--- config.mk ---
export PLATFORM = sky130hd
export DESIGN_NAME = seg7_scan_decoder
export DESIGN_NICKNAME = d
export VERILOG_FILES = /design/src/rtl/seg7_scan_decoder.sv
export SDC_FILE = /design/constraint.sdc
export NUM_CORES = 1
export LEC_CHECK = 0
export ABC_CLOCK_PERIOD_IN_PS = 3900
export BUFFER_PORTS_ARGS = -buffer_cell sky130_fd_sc_hd__buf_2
export CAP_MARGIN = 20
export CORE_MARGIN = 2
export CORE_UTILIZATION = 60
export CTS_CLUSTER_DIAMETER = 150
export CTS_CLUSTER_SIZE = 12
export DETAILED_ROUTE_END_ITERATION = 8
export GPL_ROUTABILITY_DRIVEN = 0
export HOLD_SLACK_MARGIN = 0.1
export PLACE_DENSITY = 0.93
export SYNTH_ARGS = -nofsm -noshare
export SYNTH_HDL_FRONTEND = slang
export SYNTH_SLANG_ARGS = --single-unit
--- constraint.sdc ---
create_clock -name clk -period 3.9 [get_ports clk]
set_clock_uncertainty 0.1 [all_clocks]
set_input_delay 0.78 -clock clk [delete_from_list [all_inputs] [get_ports clk]]
set_output_delay 0.78 -clock clk [all_outputs]
set_load 0.05 [all_outputs]
--- src/rtl/seg7_scan_decoder.sv ---
// seg7_scan_decoder: glitch-filters a multiplexed common-anode 7-segment bus and rebuilds hex nibbles.
// Optional macro SEG7_SCAN_DP_EN adds the per-digit decimal point (dp_in / dp_out).
module seg7_scan_decoder #(
    parameter int NUM_DIGITS    = 4,
    parameter int STABLE_CYCLES = 4
) (
    input  logic                    clk,
    input  logic                    rst_n,
    input  logic [6:0]              seg_in,
    input  logic [NUM_DIGITS-1:0]   an_in,
    input  logic                    clear,
`ifdef SEG7_SCAN_DP_EN
    input  logic                    dp_in,
    output logic [NUM_DIGITS-1:0]   dp_out,
`endif
    output logic [4*NUM_DIGITS-1:0] value_out,
    output logic [NUM_DIGITS-1:0]   digit_valid,
    output logic                    frame_valid,
    output logic [4*NUM_DIGITS-1:0] frame_out,
    output logic                    err_pattern,
    output logic                    err_anode
);

`ifdef SEG7_SCAN_DP_EN
    localparam int SW = NUM_DIGITS + 8;
`else
    localparam int SW = NUM_DIGITS + 7;
`endif
    localparam int             CW      = $clog2(STABLE_CYCLES + 1);
    localparam logic [CW-1:0]  CNT_MAX = CW'(STABLE_CYCLES);

    // Active-low common-anode codes; bit 4 of the result flags a legal hex digit.
    function automatic logic [4:0] hex_decode(input logic [6:0] s);
        case (s)
            7'b1000000: return {1'b1, 4'h0};
            7'b1111001: return {1'b1, 4'h1};
            7'b0100100: return {1'b1, 4'h2};
            7'b0110000: return {1'b1, 4'h3};
            7'b0011001: return {1'b1, 4'h4};
            7'b0010010: return {1'b1, 4'h5};
            7'b0000010: return {1'b1, 4'h6};
            7'b1111000: return {1'b1, 4'h7};
            7'b0000000: return {1'b1, 4'h8};
            7'b0010000: return {1'b1, 4'h9};
            7'b0001000: return {1'b1, 4'hA};
            7'b0000011: return {1'b1, 4'hB};
            7'b1000110: return {1'b1, 4'hC};
            7'b0100001: return {1'b1, 4'hD};
            7'b0000110: return {1'b1, 4'hE};
            7'b0001110: return {1'b1, 4'hF};
            default:    return 5'b0_0000;
        endcase
    endfunction

    logic [SW-1:0]           samp_d, samp_q;
    logic [CW-1:0]           cnt_d, cnt_q;
    logic                    done_d, done_q;
    logic [NUM_DIGITS-1:0]   seen_d, seen_q;
    logic [4*NUM_DIGITS-1:0] value_d, value_q;
    logic [NUM_DIGITS-1:0]   valid_d, valid_q;
    logic                    fvalid_d, fvalid_q;
    logic [4*NUM_DIGITS-1:0] frame_d, frame_q;
    logic                    errp_d, errp_q;
    logic                    erra_d, erra_q;
`ifdef SEG7_SCAN_DP_EN
    logic [NUM_DIGITS-1:0]   dp_d, dp_q;
    logic                    dp_s;
`endif

    logic [6:0]            seg_s;
    logic [NUM_DIGITS-1:0] anode_low;
    logic                  none_low;
    logic                  one_low;
    logic                  multi_low;
    logic                  commit;
    logic                  frame_fire;
    logic [4:0]            dec;
    logic                  legal;
    logic                  blank;

`ifdef SEG7_SCAN_DP_EN
    assign samp_d = {dp_in, an_in, seg_in};
    assign dp_s   = samp_q[SW-1];
`else
    assign samp_d = {an_in, seg_in};
`endif

    // Everything downstream of the filter looks only at the registered sample.
    assign seg_s      = samp_q[6:0];
    assign anode_low  = ~samp_q[7 +: NUM_DIGITS];
    assign none_low   = (anode_low == '0);
    assign one_low    = !none_low && ((anode_low & (anode_low - 1'b1)) == '0);
    assign multi_low  = !none_low && !one_low;
    assign dec        = hex_decode(seg_s);
    assign legal      = dec[4];
    assign blank      = (seg_s == 7'b1111111);
    assign commit     = (cnt_q == CNT_MAX) && !done_q;
    assign frame_fire = &seen_q;

    always_comb begin
        if (samp_d != samp_q) begin
            cnt_d  = CW'(1);
            done_d = 1'b0;
        end else begin
            cnt_d  = (cnt_q != CNT_MAX) ? cnt_q + 1'b1 : cnt_q;
            done_d = done_q | commit;
        end

        value_d  = value_q;
        valid_d  = valid_q;
        seen_d   = frame_fire ? '0 : seen_q;
        fvalid_d = frame_fire;
        frame_d  = frame_fire ? value_q : frame_q;
        errp_d   = errp_q;
        erra_d   = erra_q;
`ifdef SEG7_SCAN_DP_EN
        dp_d     = dp_q;
`endif

        if (commit && multi_low) begin
            erra_d = 1'b1;
        end
        if (commit && one_low && !legal && !blank) begin
            errp_d = 1'b1;
        end

        for (int i = 0; i < NUM_DIGITS; i++) begin
            if (commit && one_low && anode_low[i]) begin
                if (legal) begin
                    value_d[4*i +: 4] = dec[3:0];
                    valid_d[i]        = 1'b1;
                    seen_d[i]         = 1'b1;
`ifdef SEG7_SCAN_DP_EN
                    dp_d[i]           = ~dp_s;
`endif
                end else if (blank) begin
                    valid_d[i]        = 1'b0;
                    seen_d[i]         = 1'b1;
`ifdef SEG7_SCAN_DP_EN
                    dp_d[i]           = ~dp_s;
`endif
                end else begin
                    valid_d[i]        = 1'b0;
                end
            end
        end

        // Clear dominates any commit or frame pulse landing on the same edge.
        if (clear) begin
            cnt_d    = '0;
            done_d   = 1'b0;
            value_d  = '0;
            valid_d  = '0;
            seen_d   = '0;
            fvalid_d = 1'b0;
            frame_d  = '0;
            errp_d   = 1'b0;
            erra_d   = 1'b0;
`ifdef SEG7_SCAN_DP_EN
            dp_d     = '0;
`endif
        end
    end

    always_ff @(posedge clk or negedge rst_n) begin
        if (!rst_n) begin
            samp_q   <= '0;
            cnt_q    <= '0;
            done_q   <= 1'b0;
            seen_q   <= '0;
            value_q  <= '0;
            valid_q  <= '0;
            fvalid_q <= 1'b0;
            frame_q  <= '0;
            errp_q   <= 1'b0;
            erra_q   <= 1'b0;
`ifdef SEG7_SCAN_DP_EN
            dp_q     <= '0;
`endif
        end else begin
            samp_q   <= samp_d;
            cnt_q    <= cnt_d;
            done_q   <= done_d;
            seen_q   <= seen_d;
            value_q  <= value_d;
            valid_q  <= valid_d;
            fvalid_q <= fvalid_d;
            frame_q  <= frame_d;
            errp_q   <= errp_d;
            erra_q   <= erra_d;
`ifdef SEG7_SCAN_DP_EN
            dp_q     <= dp_d;
`endif
        end
    end

    assign value_out   = value_q;
    assign digit_valid = valid_q;
    assign frame_valid = fvalid_q;
    assign frame_out   = frame_q;
    assign err_pattern = errp_q;
    assign err_anode   = erra_q;
`ifdef SEG7_SCAN_DP_EN
    assign dp_out      = dp_q;
`endif

endmodule

==> results.yml, run 1 <==
outcome:
  status: "complete, no violations"
floorplanning:
  start_util: 0.623
  core-area_mm2: 0.00475
  io_pins: 53
  die_w_um: 74.3
  dieArea_mm2: 0.00552
  fp-row-count: 25
  die-height_um: 74.3
grt:
  first_global_vias: 2323
  antenna_found_initial: 0
  met1_usage: 0.336
  grt_max_degree: 44
  overflow: 0
  use_met2: 0.394
  grtUsageTotal: 0.257
  grt.busiest_layer: "met2"
  use_met3: 0.0745
  grt_pass1_wl_mm: 10.6
timing:
  hold_violations: 0
  rsz0062_at_grt: "no"
  setup_viol: 0
  fin_crit_sh: 0.638
  worst_pin_slew_ps: 935
  max_freq_mhz: 402
  fin_ws_ps: 1410
  slew_violations: 0
  min_period_ps: 2490
  setup_tns_ps: 0
  worst_hold_slack_ps: 398
  relSlewSlack: 0.371
logic_synthesis:
  synth_cell_type_count: 46
  ys.warnings.count: 0
  synth_top_cell_area_share: 0.490
  syn_inst: 318
  syn_nets: 334
  netlist_area_mm2: 0.00296
  yosysTopAreaCell: "dfrtp_1"
  synth_area_leaders: "dfrtp_1 (49%), nand2_1 (7.7%), a21oi_1 (5.2%)"
  ys_ff_latch: 58
  synth.most_common_cell: "nand2_1"
  synth-edff-count: 0
  syn_avg_cell_area_um2: 9.32
  synth_top_cells_by_count: "nand2_1 (61), dfrtp_1 (58), a21oi_1 (31)"
  synth_flop_cell: "dfrtp_1"
  seq_area_frac_synth: 0.490
  synth-async-reset-ratio: 1.00
critical_path:
  cp_data_required_time_ps: 4020
  crit_buf_inv: 0
  path_cells: "nor3_1 -> o2111ai_1 -> and3_1 -> nand3_1 -> a32o_1"
  cp_max_fo: 18
  critPathKind: "reg2reg"
  crit_family: "simple AND/OR/NAND/NOR gates"
  worst_ep_arrival_time_ps: 2610
  reg2reg_from: "samp_q[3]"
  slowest_delay_ps: 730
  rr_worst_depth: 5
  reg2reg_to: "seen_q[3]"
  critPathSlowestCell: "dfrtp_1"
  worst_setup_path_start_kind: "register"
  crit_path_end_kind: "register"
  r2r_slack_ps: 1410
finish:
  layout.nets: 369
  syn2layout_area_growth_pct: 12.3
  antenna-diode-count: 0
  fillers: 393
  postLayoutCoreUtil: 0.700
  layout-drive-gt1-share: 0.202
clock_tree:
  cts_setup_buffers: 0
  clock_latency_ps: 340
  cts.sinks: 58
  ctsHoldBuffers: 0
  path_clk_slew_ps: 60
  cts_resized: 0
  h-tree-depth: 3
  cts_made_buffers: 9
  cts_tree: "yes"
  ctsLongestPathBuffers: 2
  cts-root-buf: "clkbuf_8"
worst_hold_path:
  hold_path.class: "reg2reg"
  holdPathEnd: "err_pattern"
  hold_depth: 1
  hp-start: "err_pattern"
run:
  maxCapViolations: 0
routing:
  drcViolationCount: 0
  drtIter0Drc: 221
  viasPerCell: 5.89
  dr_total_vias: 2496
  wire_per_inst_um: 15.1
  wl_mm: 6.39
  antenna_left: 0
  drt-pass1-iter-count: 4
placed_design:
  hpwl_mm: 4.31
  io_buffers: 52
  dp_slack_ps: 1510
power:
  leakagePower_nw: 1.51
  power_density_mw_per_mm2: 388
  peakVddDrop_uv: 232
==> stage by stage <==
stage	std cells	area [um^2]	total power [mW]
after detailed placement	409	3120	0.732
final	424	3330	1.29
after floorplan	318	2960	0.708
after CTS	424	3330	1.30
after global routing	424	3330	1.33
after global placement	409	3120	0.728
==> worst reg2reg max path, delay by kind of cell (launching register included) <==
family,cells,cell delay [ps]
flip-flops,1,730
AND/OR/NAND/NOR,3,990
AO/OA/AOI/OAI,2,530
==> where the power goes <==
part	leakage (nW)	total [mW]	internal, mW	switching, mW
registers	0.783	0.634	0.610	0.0237
clock network	0.106	0.569	0.343	0.226
logic	0.622	0.0890	0.0319	0.0570
total	1.51	1.29	0.985	0.307
==> cells by family (layout without fill, tap and decap cells) <==
logic type / count (synthesis) / after routing / share of synthesized area
muxes: 1 / 1 / 0.00338
DFF: 58 / 58 / 0.490
and+or+nand+nor: 139 / 139 / 0.235
xor gates and xnor gates: 14 / 14 / 0.0414
buffers and inverters: 33 / 72 / 0.0693
AOI/OAI and AO/OA: 71 / 71 / 0.153
adders and majority gates: 2 / 2 / 0.00844
==> flip-flops by register name, indices dropped and copies added (netlist names), 3 cells and up <==
| register | cells |
|---|---|
| frame_out | 16 |
| value_out | 16 |
| samp_q | 11 |
| digit_valid | 4 |
| seen_q | 4 |
| cnt_q | 3 |
==> cell type report <==
type	instances	area, um^2	share of cell area
Tap cell	67	83.8	0.0252
Sequential cell	58	1450	0.436
Timing Repair Buffer	53	268	0.0805
Inverter	4	15.0	0.00451
Multi-Input combinational cell	227	1310	0.392
Clock inverter	2	35.0	0.0105
Clock buffer	13	169	0.0508
==> worst max path at each step <==
stage / slack [ps] / cells after the start / start / end
6_report: 1410 / 5 / samp_q[3] / seen_q[3]
5_1_grt: 1260 / 5 / samp_q[3] / seen_q[0]
4_1_cts: 1480 / 5 / samp_q[3] / seen_q[0]
3_5_place_dp: 1510 / 5 / samp_q[0] / seen_q[2]
3_3_place_gp: 1640 / 5 / samp_q[3] / seen_q[3]
2_1_floorplan: 2100 / 9 / cnt_q[0] / value_out[11]
==> cells in the final DEF, fill, tap and decap left out, drive strengths merged, types with 5 or more instances in the layout <==
cell and count:
nand4 6, a211oi 5, nand2 61, buf 53
dfrtp 58, nor3b 5, a31oi 9, nor3 5
nor2 14, nand3 18, and3 5, o21ai 10
clkbuf 13, nor2b 5, a21oi 31, xnor2 13
==> metal layers <==
| metal | up-vias | part of all wire |
|---|---|---|
| met5 | - | 0 |
| li1 | 1186 | - |
| met4 | 0 | 0.028 |
| met3 | 26 | 0.061 |
| met2 | 99 | 0.47 |
| met1 | 1185 | 0.44 |
Power figures use the tool's default switching activity.
==> run 2: changes to the inputs <==
Settings changed: ABC_AREA set to 1, ABC_CLOCK_PERIOD_IN_PS 3900 to 2100, CORE_UTILIZATION 60 to 49, PLACE_DENSITY 0.93 to 0.83.
Clock period 3.9 ns to 2.1 ns, I/O delays scaled along.
==> run 2 against run 1 <==
  * Sequential share of layout area fell by 1.4 points
  * Non-clock buffer count rose by 13
  * Via count fell by 6.7%
  * First-iteration DRC count fell by 42%
  * Total power rose by 97%
  * Combinational power rose to 2.7 times the previous value
  * Register-to-register slack got worse by 1300 ps
  * Critical path type unchanged
  * Highest routed layer unchanged
==> results.yml, run 2 <==
outcome:
  status: "complete, no violations"
clock_tree:
  path_clk_slew_ps: 60
  cts-root-buf: "clkbuf_8"
  h-tree-depth: 3
  clock_latency_ps: 340
  cts_tree: "yes"
  cts_made_buffers: 9
  cts.sinks: 58
  ctsLongestPathBuffers: 2
floorplanning:
  start_util: 0.502
  io_pins: 53
  dieArea_mm2: 0.00619
  die_w_um: 78.6
  core-area_mm2: 0.00544
  fp-row-count: 27
  die-height_um: 78.6
logic_synthesis:
  synth_compound_area_frac: 0.0875
  synth_flop_cell: "dfrtp_1"
  synth-edff-count: 0
  netlist_area_mm2: 0.00273
  synth-async-reset-ratio: 1.00
  ys.warnings.count: 0
  synth.most_common_cell: "nand2_1"
  synth_area_leaders: "dfrtp_1 (53%), nand2_1 (11%), a22o_1 (5.1%)"
  synthSimpleGateAreaFrac: 0.291
  ys_ff_latch: 58
  synth_cell_type_count: 30
  synth_top_cells_by_count: "nand2_1 (79), dfrtp_1 (58), nor2_1 (28)"
  synth_top_family_by_area: "simple AND/OR/NAND/NOR gates"
  synthAdderAreaFrac: 0.00917
  synth-xor-area-share: 0.0321
  syn_nets: 322
  synth_top_cell_area_share: 0.532
  seq_area_frac_synth: 0.532
  syn_inst: 306
  syn_avg_cell_area_um2: 8.92
  muxShareOfSynthArea: 0
  yosysTopAreaCell: "dfrtp_1"
critical_path:
  crit_path_end_kind: "register"
  reg2reg_from: "cnt_q[1]"
  worst_ep_arrival_time_ps: 2090
  worstSetupStartpoint: "cnt_q[1]"
  cp_max_fo: 4
  critPathKind: "reg2reg"
  cp_data_required_time_ps: 2220
  worst_setup_path_start_kind: "register"
finish:
  layout_commonest_cell: "nand2_1"
  mostFrequentLayoutCells: "nand2_1 (73), dfrtp_1 (58), buf_2 (52)"
  antenna-diode-count: 0
  syn2layout_area_growth_pct: 25.8
  layout-drive-gt1-share: 0.296
  final_cell_area_mm2: 0.00343
  layout.nets: 393
routing:
  wl_mm: 6.13
  viasPerCell: 5.13
  antenna_left: 0
  drt-pass1-iter-count: 4
  drtIter0Drc: 128
  wire_per_inst_um: 13.5
  dr_total_vias: 2330
  drcViolationCount: 0
grt:
  grtUsageTotal: 0.212
  grt_pass1_wl_mm: 10.0
  antenna_found_initial: 0
  grt_max_degree: 38
  overflow: 0
  first_global_vias: 2255
timing:
  worst_pin_slew_ps: 524
  slew_violations: 0
  fin_crit_sh: 0.938
  min_period_ps: 1970
  max_freq_mhz: 508
  setup_viol: 0
  hold_violations: 0
  relSlewSlack: 0.650
placed_design:
  io_buffers: 52
  post_dp_cell_area_mm2: 0.00309
  hpwl_mm: 4.37
worst_hold_path:
  hold_path.class: "in2reg"
  hp-start: "seg_in[4]"
power:
  total_power_mw: 2.54
  leakagePower_nw: 1.88
  peakVddDrop_uv: 430
  power_density_mw_per_mm2: 740
run:
  maxCapViolations: 0
-- run 2: layer usage --
| metal | share of wire | global-route usage |
|---|---|---|
| met2 | 0.52 | 0.359 |
| met3 | 0.049 | 0.0586 |
| met1 | 0.42 | 0.250 |
| met4 | 0.017 | 0.0930 |
| met5 | 0 | 0 |
-- run 2: kinds of logic after synthesis --
| logic type | count (synthesis) |
|---|---|
| flip-flops | 58 |
| adder cells (fa/ha/maj) | 2 |
| buffers and inverters | 32 |
| AO/OA/AOI/OAI | 35 |
| XOR/XNOR | 10 |
| AND/OR/NAND/NOR | 169 |
-- run 2: path summary, 6_finish.rpt --
kind / end / slack, ps / cells after the start
max in group asynchronous: digit_valid[2] / 830 / 3
max reg2reg: value_out[7] / 130 / 12
min: samp_q[4] / 110 / 1
min reg2reg: frame_out[12] / 400 / 1
min in group asynchronous: frame_out[13] / 490 / 2
max: value_out[7] / 130 / 12
-- run 2: critical path: stages (launching register included) --
cell and delay [ps]:
dfrtp_1 400, inv_1 110, ha_4 160, nand2_2 70, or2_1 260, nor2_2 100, nand2_2 110, nor2_4 160
inv_1 90, nand2_1 60, nand2_1 100, nand2_1 90, nand2_1 50
-- run 2: through the flow --
step	setup WS, ps	TNS [ps]	util	hold WS (ps)	instances
floorplan	297	0	-	24.4	306
global placement	170	0	0.568	307	428
detailed placement	113	0	0.568	315	428
CTS	79.4	0	0.617	101	449
global route	-34.5	-67.3	0.631	103	454
finish	131	0	0.631	112	454
-- run 2: cell type report --
class | instances | area, um^2
fillers | 470 | 2000
multi-input cells | 216 | 1180
well taps | 72 | 90.1
clock inverters | 5 | 77.6
clock buffers | 11 | 141
repair buffers | 66 | 393
flip-flops and latches | 58 | 1450
inverters | 26 | 100
-- run 2: power by group --
group / internal (mW) / switching [mW] / leakage, nW
clock network: 0.696 / 0.439 / 0.109
registers: 1.14 / 0.0294 / 0.781
logic: 0.0752 / 0.161 / 0.985
total: 1.91 / 0.629 / 1.88
-- run 2: repair_timing --
action                                  in CTS  in global routing
hold buffers                                 5                  1
buffers inserted                             0                  4
endpoints found under the setup margin       0                 18
gates resized for setup                      0                 11
hold endpoints to repair                    25                  1
